--- src/rtl/uart_telemetry_tx_pkg.sv ---
// Shared constants and FSM state type for the UART telemetry link.
// The host parser uses the same header/terminator bytes in both directions.
package uart_telemetry_tx_pkg;

  localparam logic [7:0]  CMD_SET_RPM     = 8'h91;
  localparam logic [7:0]  CMD_RETURN      = 8'hFF;
  localparam int unsigned CHN_WIDTH       = 3;
  localparam int unsigned RPM_FIELD_WIDTH = 13;

  typedef enum logic [2:0] {
    IDLE,
    HDR,
    CH_H,
    CH_L,
    TAIL
  } tx_state_e;

endpackage

--- src/rtl/uart_telemetry_tx_send.sv ---
// Byte serialiser, UART 8N1, LSB first.
// Ports:
//   clk, rst   system clock, synchronous active-high reset
//   tx_start   request to send tx_data; accepted only while tx_ready
//   tx_data    byte to send
//   tx_ready   idle, or in the last cycle of a stop bit (back-to-back start)
//   tx_done    high in the last cycle of the stop bit
//   uart_tx    serial line, idle high (registered)
module uart_send #(
  parameter int unsigned CLKS_PER_BIT = 434
) (
  input  logic       clk,
  input  logic       rst,
  input  logic       tx_start,
  input  logic [7:0] tx_data,
  output logic       tx_ready,
  output logic       tx_done,
  output logic       uart_tx
);

  localparam int unsigned       BAUD_W        = (CLKS_PER_BIT > 1) ? $clog2(CLKS_PER_BIT) : 1;
  localparam logic [BAUD_W-1:0] BAUD_LAST     = BAUD_W'(CLKS_PER_BIT - 1);
  localparam logic [3:0]        BIT_LAST_DATA = 4'd8;
  localparam logic [3:0]        BIT_STOP      = 4'd9;

  logic              active;
  logic [3:0]        bit_idx;   // 0 start, 1..8 data, 9 stop
  logic [BAUD_W-1:0] baud_cnt;
  logic [7:0]        shreg;
  logic              bit_end;

  assign bit_end  = active && (baud_cnt == BAUD_LAST);
  assign tx_done  = bit_end && (bit_idx == BIT_STOP);
  // Accepting a new byte in the final stop-bit cycle removes the idle gap
  // between consecutive bytes of a frame.
  assign tx_ready = !active || tx_done;

  always_ff @(posedge clk) begin
    if (rst) begin
      active   <= 1'b0;
      bit_idx  <= '0;
      baud_cnt <= '0;
      shreg    <= '0;
      uart_tx  <= 1'b1;
    end else if (tx_start && tx_ready) begin
      active   <= 1'b1;
      bit_idx  <= '0;
      baud_cnt <= '0;
      shreg    <= tx_data;
      uart_tx  <= 1'b0;
    end else if (bit_end) begin
      baud_cnt <= '0;
      if (bit_idx == BIT_STOP) begin
        active  <= 1'b0;
        uart_tx <= 1'b1;
      end else begin
        bit_idx <= bit_idx + 4'd1;
        if (bit_idx == BIT_LAST_DATA) begin
          uart_tx <= 1'b1;
        end else begin
          uart_tx <= shreg[0];
          shreg   <= {1'b0, shreg[7:1]};
        end
      end
    end else if (active) begin
      baud_cnt <= baud_cnt + 1'b1;
    end
  end

endmodule

--- src/rtl/uart_telemetry_tx.sv ---
// Telemetry transmitter: keeps the latest RPM per channel, snapshots all
// channels at frame start and sends 0x91, {ch,sat[12:8]}, sat[7:0] per
// channel, then 0xFF over UART 8N1. Frames start periodically or on request.
// Ports:
//   clk, rst       system clock, synchronous active-high reset
//   meas_valid_i   one-cycle measurement strobe
//   meas_chn_i     channel of the measurement (>= NUM_CHN ignored)
//   meas_data_i    measured RPM, signed
//   send_req_i     one-cycle request for an immediate frame
//   uart_tx        serial line, idle high
//   busy_o         frame in flight (through the frame_done_o cycle)
//   frame_done_o   one-cycle pulse when the FSM returns to IDLE
module uart_telemetry_tx
  import uart_telemetry_tx_pkg::*;
#(
  parameter int unsigned DATA_WIDTH   = 16,
  parameter int unsigned NUM_CHN      = 4,
  parameter int unsigned CLKS_PER_BIT = 434,
  parameter int unsigned FRAME_PERIOD = 5000000
) (
  input  logic                  clk,
  input  logic                  rst,
  input  logic                  meas_valid_i,
  input  logic [CHN_WIDTH-1:0]  meas_chn_i,
  input  logic [DATA_WIDTH-1:0] meas_data_i,
  input  logic                  send_req_i,
  output logic                  uart_tx,
  output logic                  busy_o,
  output logic                  frame_done_o
);

  localparam logic signed [DATA_WIDTH-1:0] SAT_MAX = DATA_WIDTH'((1 << (RPM_FIELD_WIDTH - 1)) - 1);
  localparam logic signed [DATA_WIDTH-1:0] SAT_MIN = DATA_WIDTH'(-(1 << (RPM_FIELD_WIDTH - 1)));
  localparam logic [CHN_WIDTH-1:0]         LAST_CH = CHN_WIDTH'(NUM_CHN - 1);

  function automatic logic [RPM_FIELD_WIDTH-1:0] saturate(input logic signed [DATA_WIDTH-1:0] v);
    logic [RPM_FIELD_WIDTH-1:0] r;
    if (v > SAT_MAX)      r = SAT_MAX[RPM_FIELD_WIDTH-1:0];
    else if (v < SAT_MIN) r = SAT_MIN[RPM_FIELD_WIDTH-1:0];
    else                  r = v[RPM_FIELD_WIDTH-1:0];
    return r;
  endfunction

  logic signed [DATA_WIDTH-1:0] shadow [NUM_CHN];
  // Sized to the full channel index range so ch can index it directly;
  // entries at and above NUM_CHN stay zero and are never sent.
  logic [RPM_FIELD_WIDTH-1:0]   snap [2**CHN_WIDTH];

  tx_state_e            state, state_next;
  logic [CHN_WIDTH-1:0] ch, ch_next;
  logic                 pending, tick, start_frame, frame_end;
  logic                 tx_start, tx_ready, tx_done;
  logic [7:0]           tx_data;

  always_ff @(posedge clk) begin
    for (int unsigned i = 0; i < NUM_CHN; i++) begin
      if (rst)
        shadow[i] <= '0;
      else if (meas_valid_i && meas_chn_i == CHN_WIDTH'(i))
        shadow[i] <= meas_data_i;
    end
  end

  generate
    if (FRAME_PERIOD == 0) begin : g_no_period
      assign tick = 1'b0;
    end else begin : g_period
      localparam int unsigned PW = (FRAME_PERIOD > 1) ? $clog2(FRAME_PERIOD) : 1;
      localparam logic [PW-1:0] P_LAST = PW'(FRAME_PERIOD - 1);
      logic [PW-1:0] period_cnt;

      always_ff @(posedge clk) begin
        if (rst || period_cnt == P_LAST) period_cnt <= '0;
        else                             period_cnt <= period_cnt + 1'b1;
      end

      assign tick = (period_cnt == P_LAST);
    end
  endgenerate

  // Next byte is selected from the next state so it can be handed to the
  // serialiser in the same cycle the previous byte reports done.
  always_comb begin
    state_next  = state;
    ch_next     = ch;
    start_frame = 1'b0;
    frame_end   = 1'b0;
    tx_data     = '0;

    case (state)
      IDLE: if (pending) begin
        state_next  = HDR;
        ch_next     = '0;
        start_frame = 1'b1;
      end
      HDR:  if (tx_done) begin
        state_next = CH_H;
        ch_next    = '0;
      end
      CH_H: if (tx_done) state_next = CH_L;
      CH_L: if (tx_done) begin
        if (ch == LAST_CH) begin
          state_next = TAIL;
        end else begin
          state_next = CH_H;
          ch_next    = ch + 1'b1;
        end
      end
      TAIL: if (tx_done) begin
        state_next = IDLE;
        frame_end  = 1'b1;
      end
      default: state_next = IDLE;
    endcase

    case (state_next)
      HDR:     tx_data = CMD_SET_RPM;
      CH_H:    tx_data = {ch_next, snap[ch_next][RPM_FIELD_WIDTH-1:8]};
      CH_L:    tx_data = snap[ch_next][7:0];
      TAIL:    tx_data = CMD_RETURN;
      default: tx_data = '0;
    endcase
  end

  // The header is issued from HDR rather than IDLE, which sets the
  // two-cycle request-to-start-bit latency.
  assign tx_start = (state != IDLE) && (state_next != IDLE) && tx_ready;
  assign busy_o   = (state != IDLE) || frame_done_o;

  always_ff @(posedge clk) begin
    if (rst) begin
      state        <= IDLE;
      ch           <= '0;
      pending      <= 1'b0;
      frame_done_o <= 1'b0;
      for (int unsigned i = 0; i < 2**CHN_WIDTH; i++) snap[i] <= '0;
    end else begin
      state        <= state_next;
      ch           <= ch_next;
      pending      <= tick || send_req_i || (pending && !start_frame);
      frame_done_o <= frame_end;
      if (start_frame)
        for (int unsigned i = 0; i < NUM_CHN; i++) snap[i] <= saturate(shadow[i]);
    end
  end

  uart_send #(
    .CLKS_PER_BIT(CLKS_PER_BIT)
  ) u_send (
    .clk      (clk),
    .rst      (rst),
    .tx_start (tx_start),
    .tx_data  (tx_data),
    .tx_ready (tx_ready),
    .tx_done  (tx_done),
    .uart_tx  (uart_tx)
  );

endmodule

--- config.mk ---
export PLATFORM = sky130hd
export DESIGN_NAME = uart_telemetry_tx
export DESIGN_NICKNAME = d
export VERILOG_FILES = /design/src/rtl/uart_telemetry_tx_pkg.sv /design/src/rtl/uart_telemetry_tx_send.sv /design/src/rtl/uart_telemetry_tx.sv
export SDC_FILE = /design/constraint.sdc
export NUM_CORES = 1
export LEC_CHECK = 0
export CAP_MARGIN = 20
export CELL_PAD_IN_SITES_DETAIL_PLACEMENT = 0
export CELL_PAD_IN_SITES_GLOBAL_PLACEMENT = 2
export CORE_ASPECT_RATIO = 2
export CORE_UTILIZATION = 47
export CTS_BUF_LIST = sky130_fd_sc_hd__clkbuf_2 sky130_fd_sc_hd__clkbuf_4 sky130_fd_sc_hd__clkbuf_8
export CTS_CLUSTER_SIZE = 24
export DETAILED_ROUTE_END_ITERATION = 16
export PLACE_DENSITY_LB_ADDON = 0.15
export SLEW_MARGIN = 25
export SYNTH_ARGS = -nofsm -noshare
export SYNTH_HDL_FRONTEND = slang
export SYNTH_SLANG_ARGS = --single-unit
--- constraint.sdc ---
create_clock -name clk -period 4.9 [get_ports clk]
set_input_delay 0.98 -clock clk [delete_from_list [all_inputs] [get_ports clk]]
set_output_delay 0.98 -clock clk [all_outputs]
set_load 0.03 [all_outputs]
==> results of run 1 <==
## power by group through the flow
stage               combinational, W  sequential [W]  clock (W)
global route                0.000192         0.00166    0.00102
global placement            0.000172         0.00168          0
detailed placement          0.000175         0.00168          0
floorplan                   0.000104         0.00167          0
finish                      0.000175         0.00165   0.000931
CTS                         0.000176         0.00165   0.000956
## cells in the final DEF, fill, tap and decap left out, types with 13 or more instances in the layout
| cell | count |
|---|---|
| inv_1 | 16 |
| nand4_1 | 14 |
| clkdlybuf4s50_1 | 25 |
| nand2_1 | 38 |
| a21oi_1 | 16 |
| o21a_1 | 48 |
| clkbuf_8 | 17 |
| dfxtp_1 | 54 |
| o21ai_0 | 15 |
| xor2_1 | 14 |
| nor3_1 | 18 |
| edfxtp_1 | 116 |
| nand3_1 | 27 |
| buf_4 | 13 |
| mux2i_1 | 20 |
| xnor2_1 | 16 |
| nor2_1 | 57 |
| and2_1 | 70 |
## routing by layer
layer | GRT usage | vias up | share of wire
li1 | - | 2486 | -
met1 | 0.185 | 2443 | 0.33
met2 | 0.445 | 105 | 0.60
met3 | 0.0419 | 48 | 0.022
met4 | 0.139 | 0 | 0.048
met5 | 0 | - | 0
## kinds of logic after synthesis
| kind of cell | after synthesis | share of synthesized area |
|---|---|---|
| buf+inv | 46 | 0.0260 |
| simple gates | 276 | 0.194 |
| xor+xnor | 30 | 0.0341 |
| compound gates | 121 | 0.115 |
| mux | 22 | 0.0287 |
| fa+ha+maj | 7 | 0.0114 |
| flops | 170 | 0.592 |
## critical path, cell delays in order (launching register included)
cell and delay, ns:
dfxtp_1 0.40, ha_1 0.19, nand4b_1 0.20, or4_1 0.80
a31oi_2 0.70, nand2_2 0.21, a211oi_1 0.27, a2111oi_0 0.11
o31a_1 0.31
## worst max path at each step
stage	startpoint	end	slack [ns]	depth (start not counted)
global placement	u_send.baud_cnt[0]	u_send.shreg[0]	1.41	8
CTS	u_send.active	u_send.shreg[3]	1.33	7
global route	u_send.active	u_send.shreg[3]	1.28	7
finish	u_send.baud_cnt[0]	u_send.shreg[0]	1.61	8
floorplan	meas_chn_i[0]	shadow[0][0]	2.06	2
detailed placement	u_send.active	u_send.shreg[3]	1.36	7
## area by class of cell
| type | count | area [µm²] |
|---|---|---|
| fillers | 1414 | 7350 |
| flip-flops and latches | 170 | 4560 |
| multi-input cells | 456 | 3000 |
| repair buffers | 38 | 348 |
| well taps | 201 | 251 |
| clock buffers | 19 | 249 |
| clock inverters | 13 | 119 |
| inverters | 16 | 60.1 |
## registers in the layout, summed over array words and instances, names as in the netlist
register	cells
g_period.period_cnt	23
shadow	64
u_send.shreg	8
state	3
snap	52
frame_done_o	1
ch	3
u_send.uart_tx	1
u_send.baud_cnt	9
u_send.active	1
pending	1
u_send.bit_idx	4
## stage by stage
stage | cells | cell area, µm²
after floorplan | 672 | 7710
after global placement | 881 | 8200
after detailed placement | 881 | 8200
after CTS | 913 | 8560
after global routing | 913 | 8590
final | 913 | 8590
==> run_results.csv, run 1 <==
group,metric,value,unit
final_layout,syn_to_final_growth,11.4,%
clock_network,numCtsBuffers,17,
floorplanning,fp-row-count,65,
yosys,synth.most_common_cell,"edfxtp_1",
power_and_ir_drop,power_frac_clock,0.338,
run,cap_violations,0,
drt,drcViolationCount,0,
final_layout,layout-drive-gt1-share,0.0983,
sta,fin_crit_sh,0.671,
yosys,synth-seq-cells,170,
clock_network,clkTransAtPathRegs,0.09,ns
setup_path,reg2reg_slack,1.61,ns
floorplanning,die_x,92.6,µm
clock_network,ctsResizeCount,0,
global_routing,grt_pass1_wl,27500,µm
sta,final-hold-violation-count,0,
power_and_ir_drop,comb_power_share,0.064,
setup_path,critPathCaptureType,"register",
yosys,syn_area_per_cell,11.5,µm²
clock_network,cts_tree,"done",
sta,final_max_slew_viol_count,0,
global_routing,antenna_found_initial,0,
floorplanning,die_h,183,µm
sta,fin_crit,3.29,ns
yosys,synthArstFlopShare,0,
power_and_ir_drop,max-vdd-ir-drop,0.000231,V
drt,drt_first_iter_violations,185,
setup_path,r2r_start,"u_send.baud_cnt[0]",
clock_network,clock_insertion_delay_worst_skew,0.46,ns
yosys,synthTopCellsByArea,"edfxtp_1, dfxtp_1, and2_1, o21a_1, nor2_1",
drt,ant_nets,0,
floorplanning,core-area,15900,µm²
clock_network,h-tree-depth,4,
clock_network,post_cts_buffers,0,
power_and_ir_drop,finalPower,0.00276,W
clock_network,cts_hold_buf,0,
yosys,synth_edf_count,116,
drt,vias,5082,
hold_path,worstHoldPathCells,1,
yosys,synth-warning-count,0,
setup_path,required,5.26,ns
drt,viasPerCell,5.57,
placement,post-dp-hpwl,13200,µm
final_layout,fin_util,0.539,
setup_path,worstSetupPathType,"reg -> reg",
global_routing,overflow,0,
outcome,status,"complete, no violations",
global_routing,grt_pass1_vias,5353,
power_and_ir_drop,swShare,0.241,
floorplanning,die_area,17000,µm²
global_routing,grtUsageTotal,0.220,
yosys,synth_flop_cell,"edfxtp_1",
floorplanning,pin_count,26,
hold_path,worstHoldEndpoint,"g_period.period_cnt[0]",
placement,port_buffers,25,
setup_path,start_kind,"register",
sta,max_freq,304,MHz
global_routing,grt_start_max_net_pins,53,
sta,fin_tns_setup,0,ns
final_layout,final_nets,729,
setup_path,crit_arrival,3.64,ns
yosys,synth.net_count,702,
sta,holdWs,0.486,ns
yosys,ys_seq_area_frac,0.592,
clock_network,cts_root_buf,"clkbuf_8",
setup_path,ff2ff_path_depth,8,
yosys,syn_inst,672,
power_and_ir_drop,power.switching,0.000665,W
hold_path,hold_path.class,"reg -> reg",
hold_path,hold_start,"g_period.period_cnt[0]",
drt,drt-total-wl,17300,µm
drt,first_pass_iters,4,
clock_network,clockBufferDepth,2,
final_layout,diodes,0,
sta,setup_slack,1.61,ns
sta,finalClockSkew,0.0131,ns
yosys,synthDistinctLibCells,57,
sta,slew_headroom,0.307,
yosys,yosys-top-cells-count,"edfxtp_1, and2_1, nor2_1, dfxtp_1, o21a_1",
power_and_ir_drop,powerDensity,321,nW/µm²
placement,place.gp.congestion,0.876,
sta,setup_viol,0,
floorplanning,start_util,0.484,
placement,dpl_worst_slack,1.36,ns
yosys,synth.largest_area_cell,"edfxtp_1",
sta,rsz0062_at_grt,"false",
setup_path,rr_endpoint,"u_send.shreg[0]",
power_and_ir_drop,leakage,3.08,nW
drt,wl_per_cell,19.0,µm
power_and_ir_drop,pwr-share-seq,0.599,
yosys,synth_top_area_frac,0.452,
power_and_ir_drop,p_int,0.00209,W
setup_path,crit_path_max_fanout,12,
clock_network,numClockSinks,170,
yosys,synth_area,7710,µm²
sta,worst_pin_slew,1.04,ns
Note: power is estimated with default switching activity, not from simulation.
==> run 2, diff against run 1 <==
--- a/config.mk
+++ b/config.mk
@@ -9,7 +9,7 @@
 export CELL_PAD_IN_SITES_DETAIL_PLACEMENT = 0
 export CELL_PAD_IN_SITES_GLOBAL_PLACEMENT = 2
 export CORE_ASPECT_RATIO = 2
-export CORE_UTILIZATION = 47
+export CORE_UTILIZATION = 44
 export CTS_BUF_LIST = sky130_fd_sc_hd__clkbuf_2 sky130_fd_sc_hd__clkbuf_4 sky130_fd_sc_hd__clkbuf_8
 export CTS_CLUSTER_SIZE = 24
 export DETAILED_ROUTE_END_ITERATION = 16
==> constraint.sdc (replaced) <==
create_clock -name clk -period 3.2 [get_ports clk]
set_input_delay 0.64 -clock clk [delete_from_list [all_inputs] [get_ports clk]]
set_output_delay 0.64 -clock clk [all_outputs]
set_load 0.03 [all_outputs]
==> run 2 against run 1 <==
Sequential share of layout area down 0.51 points. Maximum frequency up 12%. Critical path depth unchanged. Critical path type unchanged. Highest routed layer unchanged.
==> run_results.csv, run 2 (same netlist as run 1, synthesis figures left out) <==
group,metric,value,unit
sta,final-hold-violation-count,0,
clock_network,cts_tree,"done",
floorplanning,die_x,95.6,µm
sta,fin_crit_sh,0.919,
drt,drcViolationCount,0,
final_layout,largest_register,"shadow",
final_layout,final_common_cell,"edfxtp_1",
drt,wl_per_cell,19.3,µm
floorplanning,pin_count,26,
clock_network,numClockSinks,170,
global_routing,antenna_found_initial,0,
setup_path,critPathCaptureType,"register",
global_routing,grt_start_max_net_pins,53,
setup_path,cp_top_family,"simple AND/OR/NAND/NOR gates",
clock_network,clock_insertion_delay_worst_skew,0.46,ns
setup_path,crit_buf_inv,0,
clock_network,clockBufferDepth,2,
power_and_ir_drop,finalPower,0.00429,W
clock_network,clkTransAtPathRegs,0.09,ns
floorplanning,core-area,17200,µm²
drt,ant_nets,0,
sta,rsz0062_at_grt,"false",
global_routing,grt_pass1_wl,28200,µm
placement,place.gp.congestion,0.849,
sta,fin_tns_setup,0,ns
final_layout,layout-drive-gt1-share,0.106,
drt,first_pass_iters,4,
drt,drt_first_iter_violations,157,
outcome,status,"complete, no violations",
setup_path,start_kind,"register",
run,cap_violations,0,
drt,vias,5089,
final_layout,reg.largest.list,"shadow (64), snap (52), g_period.period_cnt (23)",
floorplanning,start_util,0.449,
drt,drt-total-wl,18100,µm
sta,max_freq,340,MHz
setup_path,path_cells,"ha_1 -> nand4b_1 -> or4_1 -> a32oi_2 -> and3_1 -> o211ai_1 -> nor4b_1 -> o31a_1",
clock_network,post_cts_buffers,0,
global_routing,overflow,0,
sta,finalClockSkew,0.00994,ns
power_and_ir_drop,max-vdd-ir-drop,0.000300,V
floorplanning,fp-row-count,68,
placement,port_buffers,25,
sta,fin_crit,2.94,ns
sta,slew_headroom,0.287,
final_layout,mostFrequentLayoutCells,"edfxtp_1, and2_1, nor2_1",
floorplanning,die_area,18100,µm²
drt,viasPerCell,5.44,
placement,post-dp-hpwl,13800,µm
sta,worst_pin_slew,1.07,ns
final_layout,diodes,0,
setup_path,worst_path_max_delay_cell,"or4_1",
power_and_ir_drop,powerDensity,495,nW/µm²
setup_path,max_stage_delay,0.73,ns
clock_network,numCtsBuffers,17,
hold_path,hold_path.class,"reg -> reg",
final_layout,largest_reg_flops,64,
sta,final_max_slew_viol_count,0,
clock_network,h-tree-depth,4,
sta,setup_viol,0,
setup_path,crit_path_max_fanout,10,
final_layout,syn_to_final_growth,12.5,%
floorplanning,die_h,189,µm
global_routing,grtUsageTotal,0.216,
setup_path,worstSetupPathType,"reg -> reg",
setup_path,required,3.56,ns
clock_network,cts_hold_buf,0,
global_routing,grt_pass1_vias,5306,
final_layout,final_nets,743,
setup_path,crit_arrival,3.30,ns
clock_network,ctsResizeCount,0,
power_and_ir_drop,leakage,3.15,nW
clock_network,cts_root_buf,"clkbuf_8",
[run 2: routing by layer]
metal / track usage / up-vias / wire, µm
li1: - / 2514 / -
met1: 0.192 / 2455 / 6150
met2: 0.436 / 82 / 10800
met3: 0.0365 / 38 / 362
met4: 0.110 / 0 / 711
met5: 0 / - / 0
[run 2: power by group]
part / total (W) / internal [W] / switching (W) / leakage [nW]
Sequential: 0.00253 / 0.00247 / 0.0000565 / 1.61
Combinational: 0.000275 / 0.000101 / 0.000174 / 1.36
Clock: 0.00149 / 0.000703 / 0.000787 / 0.185
[run 2: worst paths after layout]
check,from,end,slack [ns],cells past startpoint
setup / recovery,u_send.baud_cnt[0],u_send.shreg[4],0.26,8
hold / removal,g_period.period_cnt[0],g_period.period_cnt[0],0.46,1
setup reg to reg,u_send.baud_cnt[0],u_send.shreg[4],0.26,8
hold reg to reg,g_period.period_cnt[0],g_period.period_cnt[0],0.46,1
[run 2: worst register-to-register path: stages, from the launching register on]
cell and delay [ns]:
dfxtp_1 0.39, ha_1 0.17, nand4b_1 0.18, or4_1 0.73, a32oi_2 0.28, and3_1 0.48
o211ai_1 0.14, nor4b_1 0.17, o31a_1 0.30
[run 2: cell type report]
class                   instances  area [µm²]
fillers                      1581        8510
flip-flops and latches        170        4560
multi-input cells             456        2960
repair buffers                 52         453
well taps                     210         263
clock buffers                  19         249
clock inverters                12         124
inverters                      16        60.1
[run 2: per-stage QoR]
step / cells / util / worst slack [ns] / cell area, µm² / hold slack, ns
finish: 935 / 0.505 / 0.258 / 8670 / 0.462
CTS: 935 / 0.505 / 0.249 / 8670 / 0.469
global route: 935 / 0.505 / 0.121 / 8670 / 0.491
floorplan: 672 / - / 0.619 / 7710 / 0.430
global placement: 904 / 0.483 / 0.331 / 8300 / 0.441
detailed placement: 904 / 0.483 / 0.280 / 8300 / 0.451
==> run 3, diff against run 2 <==
--- a/config.mk
+++ b/config.mk
@@ -14,6 +14,7 @@
 export CTS_CLUSTER_SIZE = 24
 export DETAILED_ROUTE_END_ITERATION = 16
 export PLACE_DENSITY_LB_ADDON = 0.15
+export SETUP_SLACK_MARGIN = 0.05
 export SLEW_MARGIN = 25
 export SYNTH_ARGS = -nofsm -noshare
 export SYNTH_HDL_FRONTEND = slang
==> results of run 3 <==
No change in the layout: final DEF, timing and power equal those of run 2.
